--- src/rtl/wash_sequencer.sv ---
// Multi-pass wash sequencer: NUM_PASSES fill/shake passes followed by a spin-dry turn,
// with a fill timeout fault, pause, abort, and a done pulse.
module wash_sequencer #(
    parameter int NUM_PASSES   = 2,
    parameter int PASS_W       = 4,
    parameter int CNT_W        = 16,
    parameter int SHAKE_CYCLES = 100,
    parameter int TURN_CYCLES  = 50,
    parameter int FILL_TIMEOUT = 200
) (
    input  logic              clock,
    input  logic              reset,
    input  logic              start,
    input  logic              full,
    input  logic              dry,
    input  logic              pause,
    input  logic              abort,
    output logic              valve,
    output logic              shake_mode,
    output logic              turn_mode,
    output logic              busy,
    output logic              done,
    output logic              error,
    output logic [PASS_W-1:0] pass_count
);

    // state | meaning
    // IDLE  | waiting for start
    // FILL  | inlet valve open until full, or FAULT on timeout
    // SHAKE | agitate for SHAKE_CYCLES, then next pass or TURN
    // TURN  | spin at least TURN_CYCLES, leave once dry
    // FAULT | fill timed out, waiting for abort
    typedef enum logic [2:0] {
        S_IDLE  = 3'd0,
        S_FILL  = 3'd1,
        S_SHAKE = 3'd2,
        S_TURN  = 3'd3,
        S_FAULT = 3'd4
    } state_t;

    localparam logic [CNT_W-1:0]  FILL_LAST  = CNT_W'(FILL_TIMEOUT - 1);
    localparam logic [CNT_W-1:0]  SHAKE_LAST = CNT_W'(SHAKE_CYCLES - 1);
    localparam logic [CNT_W-1:0]  TURN_LAST  = CNT_W'(TURN_CYCLES - 1);
    localparam logic [PASS_W-1:0] PASS_LAST  = PASS_W'(NUM_PASSES - 1);

    state_t           state;
    logic [CNT_W-1:0] timer;

    always_ff @(posedge clock) begin
        if (reset) begin
            state      <= S_IDLE;
            timer      <= '0;
            pass_count <= '0;
            done       <= 1'b0;
        end else begin
            done <= 1'b0;
            case (state)
                S_IDLE: begin
                    if (start && !abort) begin
                        state      <= S_FILL;
                        timer      <= '0;
                        pass_count <= '0;
                    end
                end
                S_FILL, S_SHAKE, S_TURN: begin
                    if (abort) begin
                        state      <= S_IDLE;
                        timer      <= '0;
                        pass_count <= '0;
                    end else if (!pause) begin
                        case (state)
                            S_FILL: begin
                                if (full) begin
                                    state <= S_SHAKE;
                                    timer <= '0;
                                end else if (timer == FILL_LAST) begin
                                    state <= S_FAULT;
                                    timer <= '0;
                                end else begin
                                    timer <= timer + 1'b1;
                                end
                            end
                            S_SHAKE: begin
                                if (timer == SHAKE_LAST) begin
                                    timer <= '0;
                                    if (pass_count == PASS_LAST) begin
                                        state <= S_TURN;
                                    end else begin
                                        state      <= S_FILL;
                                        pass_count <= pass_count + 1'b1;
                                    end
                                end else begin
                                    timer <= timer + 1'b1;
                                end
                            end
                            default: begin
                                // TURN: timer saturates so early dry is held off until the minimum
                                if (timer == TURN_LAST) begin
                                    if (dry) begin
                                        state      <= S_IDLE;
                                        timer      <= '0;
                                        pass_count <= '0;
                                        done       <= 1'b1;
                                    end
                                end else begin
                                    timer <= timer + 1'b1;
                                end
                            end
                        endcase
                    end
                end
                S_FAULT: begin
                    if (abort) begin
                        state      <= S_IDLE;
                        timer      <= '0;
                        pass_count <= '0;
                    end
                end
                default: begin
                    state      <= S_IDLE;
                    timer      <= '0;
                    pass_count <= '0;
                end
            endcase
        end
    end

    assign valve      = (state == S_FILL)  && !pause;
    assign shake_mode = (state == S_SHAKE) && !pause;
    assign turn_mode  = (state == S_TURN)  && !pause;
    assign busy       = (state == S_FILL) || (state == S_SHAKE) || (state == S_TURN);
    assign error      = (state == S_FAULT);

endmodule

--- config.mk ---
export PLATFORM = sky130hd
export DESIGN_NAME = wash_sequencer
export DESIGN_NICKNAME = d
export VERILOG_FILES = /design/src/rtl/wash_sequencer.sv
export SDC_FILE = /design/constraint.sdc
export NUM_CORES = 1
export LEC_CHECK = 0
export CORE_AREA = 2 2 61 63
export CTS_CLUSTER_SIZE = 28
export DETAILED_ROUTE_END_ITERATION = 8
export DIE_AREA = 0 0 63 65
export PLACE_DENSITY = 0.58
export SKIP_LAST_GASP = 1
export SLEW_MARGIN = 20
export SYNTH_ARGS = -nofsm -noshare
export SYNTH_HDL_FRONTEND = slang
export SYNTH_SLANG_ARGS = --single-unit
--- constraint.sdc ---
create_clock -name clock -period 7.4 [get_ports clock]
set_clock_uncertainty 0.1 [all_clocks]
set_input_delay 1.48 -clock clock [delete_from_list [all_inputs] [get_ports clock]]
set_output_delay 1.48 -clock clock [all_outputs]
set_load 0.1 [all_outputs]
==> Word-level counts from Yosys, hierarchy flattened <==
Cells that the tools add are included.
{ "totals": {"reg_bits": 24, "input_bits": 7, "out_inout_bits": 10} }
{ "op_classes": {"n_bitwise": 2, "eq_ne": 20, "n_mux": 34, "addsub": 2, "n_reduce_logical": 14} }
{ "ops": {"columns": ["operator", "count"], "rows": [
  ["16-bit two-way mux", 9],
  ["16-bit one-hot mux with 3 select lines", 1],
  ["4-bit two-way mux", 8],
  ["16-bit one-hot mux with 2 select lines", 1],
  ["3-bit two-way mux", 9],
  ["16-bit by 1-bit adder with 16-bit output (second input constant)", 1],
  ["16-bit by 6-bit == test with 1-bit output (second input constant)", 1],
  ["16-bit by 7-bit == test with 1-bit output (second input constant)", 1],
  ["16-bit by 8-bit == test with 1-bit output (second input constant)", 1],
  ["4-bit inequality test (second input constant)", 4],
  ["5-bit inequality test (second input constant)", 3],
  ["4-bit one-hot mux with 3 select lines", 1],
  ["3-bit one-hot mux with 3 select lines", 1],
  ["4-bit one-hot mux with 2 select lines", 1],
  ["8-bit AND reduction", 1],
  ["7-bit AND reduction", 1],
  ["7-bit OR reduction", 1],
  ["3-bit by 2-bit == test with 1-bit output (second input constant)", 2],
  ["3-bit inequality test (second input constant)", 2],
  ["6-bit inequality test (second input constant)", 1],
  ["3-bit one-hot mux with 2 select lines", 1],
  ["4-bit by 1-bit adder with 4-bit output (second input constant)", 1],
  ["4-bit by 1-bit == test with 1-bit output (second input constant)", 1],
  ["1-bit logical AND", 4],
  ["other kinds (11)", 15]
]} }

==> Longest topological paths before layout <==
Gate-level depths: netlist of run 1.
{ "depth": {"ltp_word": 7, "ltp_mapped": 10, "mapped_depth_nobuf": 8} }

==> Worst setup path before layout of run 1 <==
Ideal clock, no wire load.
{ "synth_path": {"path_kind": "in2out", "startpoint": "in pause", "endpoint": "out shake_mode", "cell_stages": 1, "t_arrival_ps": 4298, "setup_slack_ps": 1522, "path_cell_list": "nor4_1"} }
{ "synth_via": {"elab_chain_cells": 2} }
{ "synth_lines": {"columns": ["element", "line", "text"], "rows": [
  ["start: declaration", "16", "input logic pause,"],
  ["1-bit logical NOT", "129", "assign shake_mode = (state == S_SHAKE) && !pause;"],
  ["1-bit logical AND", "129", null],
  ["end: declaration", "19", "output logic shake_mode,"]
]} }
No other way between the ends.

==> Worst setup path after layout of run 1 <==
Ends and elaborated chain as after synthesis.

==> qor.txt, run 1 <==
===========================================================================
Worst setup EP type ..........................................  output port
Final-report hold violation count ............................            0
Global-route usage over all layers ...........................       16.36%
Launching point of the worst reg2reg path ....................    timer[10]
Total standard cell area after synthesis ..................... 0.001376 mm²
Routed length per placed instance ............................     12.61 µm
Gp weighted congestion .......................................       0.8548
YS warnings ..................................................            0
Post-placement cell count ....................................          229
Share of the core filled with cells ..........................       45.81%
Post-synthesis sequential area ratio .........................       34.91%
Ratio of cells with drive above 1 in the final layout ........       4.324%
Slew Viols, Final ............................................            0
#FFs+latches synth ...........................................           24
Fillers ......................................................          372
Series of cell instances along the critical path ............. clkdlybuf4s50_1 -> nor4_1 -> clkdlybuf4s50_1
Std-Cell Core Area ........................................... 0.003496 mm²
Effective utilization at floorplan ...........................       39.37%
Number of instances in the synthesized netlist ...............          174
GRT Max-Usage Layer ..........................................         met2
Ratio of total power to cell area ............................ 248.4 mW/mm²
Largest voltage drop on the vdd net ..........................  0.0001236 V
Antenna violations before repair .............................            0
Minimum period implied by the final worst setup slack ........      4901 ps
Data required time of the worst path .........................      5820 ps
H-tree depth .................................................            1
Path category of the worst min-delay check ................... flop to flop
Global routing usage on met2 .................................       25.53%
Total number of placement rows ...............................           22
Remaining Overflow, GRT ......................................            0
Final layout net count .......................................          198
Via count of the routed design ...............................         1225
Met1 usage ...................................................       22.44%
Net switching power of the design ............................     175.9 µW
Share of the synthesized area in the top cell type ...........       34.91%
Final instance count without filler cells ....................          233
CP most frequent cell ........................................ sky130_fd_sc_hd__clkdlybuf4s50_1
Tightest Pin Transition ......................................     971.0 ps
Diode insertion count for antenna repair .....................            0
Maximum buffer depth of the clock tree .......................            2
RSZ-0062 raised after global routing .........................           no
Reg clk slew, reported paths .................................       120 ps
Synth-to-Final Area Change ...................................       16.36%
Hold wc startpoint ........................................... pass_count[3]
Slowest-stage cell, CP ....................................... sky130_fd_sc_hd__clkdlybuf4s50_1
Result of the run ............................................ finished clean
Maximum number of pins on one net before global-route repair .           17
Met3 capacity usage during global routing ....................       2.604%
Static power due to leakage .................................. 0.0005278 µW
Largest area contributor in the netlist ...................... sky130_fd_sc_hd__dfxtp_1
Clk Latency, worst-skew pair .................................       310 ps
Power Internal ...............................................     221.9 µW
Unique masters post-synth ....................................           37
Critical path's largest stage delay ..........................      1180 ps
Gates resized, CTS repair ....................................            0
Post-synth top flop .......................................... sky130_fd_sc_hd__dfxtp_1
Crit-path max FO .............................................            5
Number of I/O pins ...........................................           17
Residual DRC count ...........................................            0
Number of hold-repair buffers added at the cts stage .........            0
Final sum of negative setup slack ............................         0 ps
Die Y-Extent .................................................        65 µm
CP Launch Point ..............................................        pause
Max-cap violations ...........................................            0
Dominant cells by area after synthesis ....................... sky130_fd_sc_hd__dfxtp_1 (35%), sky130_fd_sc_hd__nor2_1 (7.9%), sky130_fd_sc_hd__xnor2_1 (6.4%)
Comb pwr share ...............................................        43.2%
Cell with the most instances after synthesis ................. sky130_fd_sc_hd__nor2_1
Number of input and output port buffers inserted .............           16
Sw Share .....................................................       44.23%
Starting DRC count in detailed routing .......................           66
Die outline area ............................................. 0.004095 mm²
Detailed-placement wirelength estimate .......................      2252 µm
CTS tree .....................................................        built
Post-synthesis area per instance .............................    7.910 µm²
Final-report setup violation count ...........................            0
TritonCTS buffer count .......................................            3
Total power ..................................................     397.8 µW
Iteration count of the initial detailed-routing pass .........            4
Syn Nets .....................................................          186
Routed via count divided by cell count .......................        5.258
CP startpoint kind ........................................... primary input
Delay-heaviest family, CP .................................... buffers and inverters
Sinks on Clock Net ...........................................           24
Antenna Nets Post-Route ......................................            0
Count of flip-flops with a built-in enable after synthesis ...            0
Post-synth ARST share ........................................           0%
Buf+Inv Stages, Crit Path ....................................            2
Worst setup path category .................................... primary input to output port
Portion of total power attributed to the clock network .......        17.0%
Maximum clock frequency ......................................   0.2040 GHz
Vias in the first global route ...............................         1184
Period utilization ...........................................       66.23%
Worst path arrival time ......................................      3320 ps
Die Wd .......................................................        63 µm
Root Buffer Master ........................................... sky130_fd_sc_hd__clkbuf_4
Number of buffers inserted by post-CTS setup repair ..........            0
Most frequent cells after synthesis .......................... sky130_fd_sc_hd__nor2_1 (29), sky130_fd_sc_hd__dfxtp_1 (24), sky130_fd_sc_hd__xnor2_1 (10)
Post-detailed-routing wire length ............................      2938 µm
Part of the total power dissipated in sequential elements ....        39.8%
Max-slew headroom at the worst pin ...........................       35.07%
First-pass GRT wire length ...................................      5416 µm
===========================================================================
## cell usage in the layout (no fill, tap or decap), types with 3 or more instances in the layout
cell type / n
sky130_fd_sc_hd__a21oi_1: 7
sky130_fd_sc_hd__clkbuf_4: 3
sky130_fd_sc_hd__clkdlybuf4s50_1: 16
sky130_fd_sc_hd__dfxtp_1: 24
sky130_fd_sc_hd__ha_1: 5
sky130_fd_sc_hd__inv_1: 8
sky130_fd_sc_hd__nand2_1: 8
sky130_fd_sc_hd__nand2b_1: 3
sky130_fd_sc_hd__nand3_1: 9
sky130_fd_sc_hd__nand4_1: 3
sky130_fd_sc_hd__nand4b_1: 4
sky130_fd_sc_hd__nor2_1: 29
sky130_fd_sc_hd__nor3_1: 8
sky130_fd_sc_hd__nor4_1: 4
sky130_fd_sc_hd__o21ai_0: 5
sky130_fd_sc_hd__or3_1: 7
sky130_fd_sc_hd__or4_1: 5
sky130_fd_sc_hd__xnor2_1: 10
sky130_fd_sc_hd__xor2_1: 5
## worst min-delay path, delay by kind of cell, from the launching register on
family / cells / cell delay [ps]
DFF: 1 / 350
AOI/OAI and AO/OA: 2 / 130
## area by class of cell
class / instances / area [µm²] / area share [%]
Sequential cell: 24 / 480.5 / 30.00
Tap cell: 48 / 60.06 / 3.750
Timing Repair Buffer: 16 / 160.2 / 10.00
Multi-Input combinational cell: 133 / 834.6 / 52.11
Inverter: 8 / 30.03 / 1.875
Clock buffer: 4 / 36.28 / 2.266
## power groups by stage
stage                     registers [µW]  clock network [µW]  logic, µW
final                                158                67.5        172
after global routing                 161                77.9        188
after CTS                            159                71.0        172
after detailed placement             161                   0        171
after global placement               161                   0        169
after floorplan                      156                   0        142
## registers in the layout, indices dropped and copies added, names as in the netlist
signal and cells:
done 1, pass_count 4, state 3, timer 16
## logic make-up (layout without fill, tap and decap cells)
group | count (synthesis) | count (layout) | share of synthesized area (%)
flip-flops | 24 | 24 | 34.91
adder cells (fa/ha/maj) | 5 | 5 | 4.545
buffers and inverters | 17 | 28 | 4.727
AND/OR/NAND/NOR | 90 | 90 | 35.45
multiplexers | 1 | 1 | 0.7273
XOR/XNOR | 15 | 15 | 9.545
AO/OA/AOI/OAI | 22 | 22 | 10.09
## through the flow
stage | cell area, µm² | setup slack [ps] | hold WS [ps]
floorplan | 1376 | 1522 | 373.1
global placement | 1562 | 2527 | 389.8
detailed placement | 1562 | 2501 | 400.0
CTS | 1598 | 2492 | 419.7
global route | 1602 | 2451 | 462.5
finish | 1602 | 2499 | 415.5
## final timing paths
check	depth (start not counted)	slack [ps]	to
setup reg to reg	6	4250	pass_count[3]
hold / removal	2	420	pass_count[3]
setup / recovery	3	2500	shake_mode
hold reg to reg	2	420	pass_count[3]
## metal layers
metal | up-vias | wire length [µm]
li1 | 635 | -
met1 | 567 | 1531
met2 | 18 | 1268
met3 | 5 | 93
met4 | 0 | 44
met5 | - | 0
Power figures use the tool's default switching activity.
==> run 2: changes to the inputs <==
PLACE_DENSITY = 0.6   (was 0.58)
clock period = 4.2 ns   (was 7.4 ns; I/O delays follow)
==> run 2 against run 1 <==
Compared with the run above:
- utilization increased by 0.072 points
- cell area increased by 0.16%
- combinational power increased by 80%
- first-iteration DRC count increased by 21%
- register-to-register slack got worse by 3200 ps
- final cell count increased by 0.43%
- critical path depth increased by 4
- non-clock buffer count increased by 1
- routed wire length increased by 1.8%
- die area unchanged
- sequential share of layout area about the same
- via count increased by 0.33%
==> qor.txt, run 2 (synthesis results as in run 1) <==
===========================================================================
Ratio of total power to cell area ............................ 442.2 mW/mm²
Critical path's largest stage delay ..........................       740 ps
Commonest non-fill, non-tap cell in the layout ............... sky130_fd_sc_hd__nor2_1
Part of the total power dissipated in sequential elements ....        39.3%
Post-detailed-routing wire length ............................      2990 µm
Die Wd .......................................................        63 µm
Depth of the worst register-to-register path .................            6
CTS tree .....................................................        built
Standard cell area after detailed placement .................. 0.001568 mm²
Routed length per placed instance ............................     12.78 µm
CP most frequent cell ........................................ sky130_fd_sc_hd__or4_1
Fillers ......................................................          333
Detailed-placement wirelength estimate .......................      2219 µm
Path category of the worst min-delay check ................... flop to flop
Total number of placement rows ...............................           22
Comb pwr share ...............................................        43.6%
Sinks on Clock Net ...........................................           24
Clk Latency, worst-skew pair .................................       310 ps
Max-cap violations ...........................................            0
Net switching power of the design ............................     315.4 µW
Minimum period implied by the final worst setup slack ........      3266 ps
Remaining Overflow, GRT ......................................            0
Final sum of negative setup slack ............................         0 ps
Result of the run ............................................ finished clean
Series of cell instances along the critical path ............. clkdlybuf4s50_1 -> nor2b_1 -> mux2i_1 -> o21ai_0 -> or4_1 -> or4_1 -> a21oi_1
H-tree depth .................................................            1
Slowest-stage cell, CP ....................................... sky130_fd_sc_hd__or4_1
Max-slew headroom at the worst pin ...........................       34.92%
Via count of the routed design ...............................         1229
Fin Hold WS ..................................................     418.5 ps
Sw Share .....................................................       44.46%
Antenna violations before repair .............................            0
CP startpoint kind ........................................... primary input
Diode insertion count for antenna repair .....................            0
Std-Cell Core Area ........................................... 0.003496 mm²
Number of input and output port buffers inserted .............           16
Gp weighted congestion .......................................       0.8367
First-pass GRT wire length ...................................      5078 µm
Number of instances on the worst hold path ...................            2
Vias in the first global route ...............................         1106
RSZ-0062 raised after global routing .........................           no
Max reg flops ................................................           16
Starting DRC count in detailed routing .......................           80
Largest voltage drop on the vdd net ..........................  0.0001922 V
Die outline area ............................................. 0.004095 mm²
Die Y-Extent .................................................        65 µm
Number of hold-repair buffers added at the cts stage .........            0
Final-report hold violation count ............................            0
Data required time of the worst path .........................      4350 ps
Maximum clock frequency ......................................   0.3062 GHz
Final layout net count .......................................          199
Tightest Pin Transition ......................................     973.2 ps
Root Buffer Master ........................................... sky130_fd_sc_hd__clkbuf_4
Slew Viols, Final ............................................            0
Number of buffers inserted by post-CTS setup repair ..........            0
Maximum buffer depth of the clock tree .......................            2
TritonCTS buffer count .......................................            3
Worst setup path category .................................... primary input to flop
Ratio of cells with drive above 1 in the final layout ........       6.452%
Delay-heaviest family, CP .................................... simple AND/OR/NAND/NOR gates
Number of cells on the critical path .........................            7
Post-route cell area ......................................... 0.001604 mm²
Maximum number of pins on one net before global-route repair .           17
Antenna Nets Post-Route ......................................            0
Largest registers ............................................ timer (16), pass_count (4), state (3)
Synth-to-Final Area Change ...................................       16.55%
Global-route usage over all layers ...........................       15.48%
Crit-path max FO .............................................            8
Reg clk slew, reported paths .................................       130 ps
Buf+Inv Stages, Crit Path ....................................            1
Portion of total power attributed to the clock network .......        17.0%
Routed via count divided by cell count .......................        5.252
Static power due to leakage .................................. 0.0005386 µW
Worst path arrival time ......................................      3410 ps
Iteration count of the initial detailed-routing pass .........            4
Final-report setup violation count ...........................            0
Period utilization ...........................................       77.76%
Largest register by flop count ...............................        timer
Gates resized, CTS repair ....................................            0
Worst setup EP type ..........................................         flop
Residual DRC count ...........................................            0
Power Internal ...............................................     394.0 µW
Effective utilization at floorplan ...........................       39.37%
Number of I/O pins ...........................................           17
Most used cells in the layout excluding fill and tap cells ... sky130_fd_sc_hd__nor2_1 (29), sky130_fd_sc_hd__dfxtp_1 (24), sky130_fd_sc_hd__clkdlybuf4s50_1 (13)
===========================================================================
## run 2: cell types whose count changed in the layout (fill, tap and decap cells not counted), sizes merged
cell           before  now
buf                 0    4
clkdlybuf4s50      16   13
## run 2: worst register-to-register path, cell delays in order, from the launching register on
cell	delay, ps
sky130_fd_sc_hd__dfxtp_1	380
sky130_fd_sc_hd__or4_1	550
sky130_fd_sc_hd__or4_4	580
sky130_fd_sc_hd__o21a_1	210
sky130_fd_sc_hd__or4_1	600
sky130_fd_sc_hd__or4_1	510
sky130_fd_sc_hd__a21oi_1	140
## run 2: power by group through the flow
| stage | clock [µW] | sequential (µW) | combinational (µW) |
|---|---|---|---|
| 4_1_cts | 127 | 279 | 313 |
| 3_3_place_gp | 0 | 284 | 304 |
| 2_1_floorplan | 0 | 276 | 250 |
| 6_report | 121 | 279 | 310 |
| 3_5_place_dp | 0 | 284 | 312 |
| 5_1_grt | 134 | 283 | 339 |
## run 2: through the flow
stage / util, % / instances / total power [µW] / setup WS (ps)
floorplan: - / 174 / 526.1 / 356.8
global placement: 44.85 / 230 / 588.3 / 727.0
detailed placement: 44.85 / 230 / 596.1 / 623.0
CTS: 45.88 / 234 / 718.4 / 958.0
global route: 45.88 / 234 / 756.4 / 795.8
finish: 45.88 / 234 / 709.4 / 934.0
## run 2: layout make-up
class                           instances  area [µm²]  area share (%)
Tap cell                               48       60.06           3.744
Timing Repair Buffer                   17       160.2           9.984
Clock buffer                            4       36.28           2.262
Multi-Input combinational cell        133       837.1           52.18
Sequential cell                        24       480.5           29.95
Inverter                                8       30.03           1.872
## run 2: worst paths after layout
check | start | end | slack, ps
max | pause | pass_count[3] | 930
min | pass_count[3] | pass_count[3] | 420
max reg2reg | timer[10] | pass_count[3] | 1060
min reg2reg | pass_count[3] | pass_count[3] | 420
## run 2: per-layer routing
metal  wire, µm  GRT usage, %  up-vias
li1           -             -      636
met3        131         2.778        2
met2       1350         25.40       29
met1       1485         20.24      562
met4         22         5.833        0
met5          0             0        -
==> run 3: changes to the inputs <==
PLACE_DENSITY = 0.58   (was 0.6)
clock period = 3.15 ns   (was 4.2 ns; I/O delays follow)
==> run 3 against run 2 <==
Compared with the run above:
- non-clock buffer count is 9 higher
- first-iteration DRC count rose by 38%
- register-to-register slack worse by 950 ps
- combinational power up 45%
- cell area is 7.6% higher
- critical path type is now flop to flop
- largest power group unchanged
- global-route usage increased by 2.1 points
==> qor.txt, run 3 (synthesis results as in run 1) <==
===========================================================================
Standard cell area after detailed placement .................. 0.001670 mm²
Period utilization ...........................................       96.65%
Iteration count of the initial detailed-routing pass .........            4
CTS tree .....................................................        built
Total number of placement rows ...............................           22
Path category of the worst min-delay check ................... flop to flop
Number of I/O pins ...........................................           17
Max-slew headroom at the worst pin ...........................       68.13%
Tightest Pin Transition ......................................     471.5 ps
Reg clk slew, reported paths .................................       130 ps
Final sum of negative setup slack ............................         0 ps
Routed via count divided by cell count .......................        5.160
Die Y-Extent .................................................        65 µm
Maximum number of pins on one net before global-route repair .           17
Crit-path max FO .............................................            8
Max-cap violations ...........................................            0
Maximum buffer depth of the clock tree .......................            2
Clk Latency, worst-skew pair .................................       320 ps
Detailed-placement wirelength estimate .......................      2419 µm
Die Wd .......................................................        63 µm
Final instance count without filler cells ....................          243
Global-route usage over all layers ...........................       17.54%
Via count of the routed design ...............................         1254
Topmost layer with routed signal wires .......................         met4
H-tree depth .................................................            1
Routed length per placed instance ............................     13.14 µm
Max reg flops ................................................           16
Post-detailed-routing wire length ............................      3193 µm
Largest register by flop count ...............................        timer
Worst setup EP type ..........................................         flop
Ratio of total power to cell area ............................ 607.6 mW/mm²
Fillers ......................................................          355
Starting DRC count in detailed routing .......................          110
Std-Cell Core Area ........................................... 0.003496 mm²
Post-route cell area ......................................... 0.001727 mm²
Residual DRC count ...........................................            0
Static power due to leakage .................................. 0.0006167 µW
Detailed-routing wirelength on met1 ..........................      1579 µm
Diode insertion count for antenna repair .....................            0
Die outline area ............................................. 0.004095 mm²
Series of cell instances along the critical path ............. or4_1 -> or4_4 -> o21a_1 -> or4_4 -> or4_1 -> a21oi_1
RSZ-0062 raised after global routing .........................           no
Critical path's largest stage delay ..........................       580 ps
Number of input and output port buffers inserted .............           16
Most used cells in the layout excluding fill and tap cells ... sky130_fd_sc_hd__nor2_1 (29), sky130_fd_sc_hd__dfxtp_1 (24), sky130_fd_sc_hd__buf_4 (17)
Final-report hold violation count ............................            0
Data required time of the worst path .........................      3310 ps
Gp weighted congestion .......................................       0.8671
Worst path arrival time ......................................      3200 ps
Slew Viols, Final ............................................            0
CP startpoint kind ...........................................         flop
Result of the run ............................................ finished clean
Met3 WL post-DR ..............................................        90 µm
Antenna violations before repair .............................            0
Commonest non-fill, non-tap cell in the layout ............... sky130_fd_sc_hd__nor2_1
Synth-to-Final Area Change ...................................       25.45%
Effective utilization at floorplan ...........................       39.37%
Vias in the first global route ...............................         1246
TritonCTS buffer count .......................................            3
Antenna Nets Post-Route ......................................            0
Minimum period implied by the final worst setup slack ........      3044 ps
Largest registers ............................................ timer (16), pass_count (4), state (3)
Post-placement cell count ....................................          239
Routed length on met2 ........................................      1491 µm
Slowest-stage cell, CP ....................................... sky130_fd_sc_hd__or4_4
Root Buffer Master ........................................... sky130_fd_sc_hd__clkbuf_4
Maximum clock frequency ......................................   0.3285 GHz
Worst setup path category .................................... flop to flop
Ratio of cells with drive above 1 in the final layout ........       16.41%
First-pass GRT wire length ...................................      5775 µm
Final layout net count .......................................          208
Final-report setup violation count ...........................            0
Largest voltage drop on the vdd net ..........................  0.0002513 V
Remaining Overflow, GRT ......................................            0
Sinks on Clock Net ...........................................           24
===========================================================================
[run 3: changes by cell type in the layout (fill, tap and decap cells not counted), moves of 3 or more]
cell / delta
sky130_fd_sc_hd__clkdlybuf4s50_1: -7
sky130_fd_sc_hd__nor3_1: -3
sky130_fd_sc_hd__nor3_2: +3
sky130_fd_sc_hd__buf_12: +3
sky130_fd_sc_hd__buf_4: +13
[run 3: report_power, final]
| group | internal [µW] | switching [µW] | total, µW |
|---|---|---|---|
| sequential | 328 | 47.2 | 376 |
| clock | 129 | 93.6 | 222 |
| combinational | 154 | 297 | 451 |
| total | 611 | 438 | 1050 |
[run 3: worst paths after layout]
kind            startpoint  slack [ps]             to  cells past startpoint
max              timer[10]         110  pass_count[3]                      6
min          pass_count[3]         430  pass_count[3]                      2
max reg2reg      timer[10]         110  pass_count[3]                      6
min reg2reg  pass_count[3]         430  pass_count[3]                      2
[run 3: repair_timing]
action                                  CTS  global route
endpoints found under the setup margin    0             2
hold buffers                              0             0
buffers inserted                          0             0
resized for setup                         0             1
[run 3: through the flow]
step                      setup WS, ps  util, %  power [µW]  hold slack, ps
final                            105.6    49.39        1049           426.1
after detailed placement         60.89    47.78       824.2           410.0
after global routing             28.04    49.39        1115           463.3
after global placement           112.0    47.78       812.6           390.0
after floorplan                  5.697        -       708.1           373.1
after CTS                        22.11    49.28        1050           428.7
[run 3: metal layers]
| layer | GRT usage, % | up-vias |
|---|---|---|
| met5 | 0 | - |
| met4 | 5.833 | 0 |
| met3 | 2.778 | 4 |
| met2 | 29.65 | 19 |
| met1 | 22.73 | 583 |
| li1 | - | 648 |
[run 3: final cells by class]
type | count | area, µm² | area share, %
Sequential cell | 24 | 480.5 | 27.83
Multi-Input combinational cell | 133 | 855.8 | 49.57
Inverter | 8 | 30.03 | 1.739
Tap cell | 48 | 60.06 | 3.478
Clock buffer | 3 | 22.52 | 1.304
Clock inverter | 1 | 30.03 | 1.739
Timing Repair Buffer | 26 | 247.7 | 14.35
[run 3: critical path, delay by kind of cell, from the launching register on]
family | cells | cell delay, ps
DFF | 1 | 370
AOI/OAI and AO/OA | 2 | 360
and+or+nand+nor | 4 | 2140
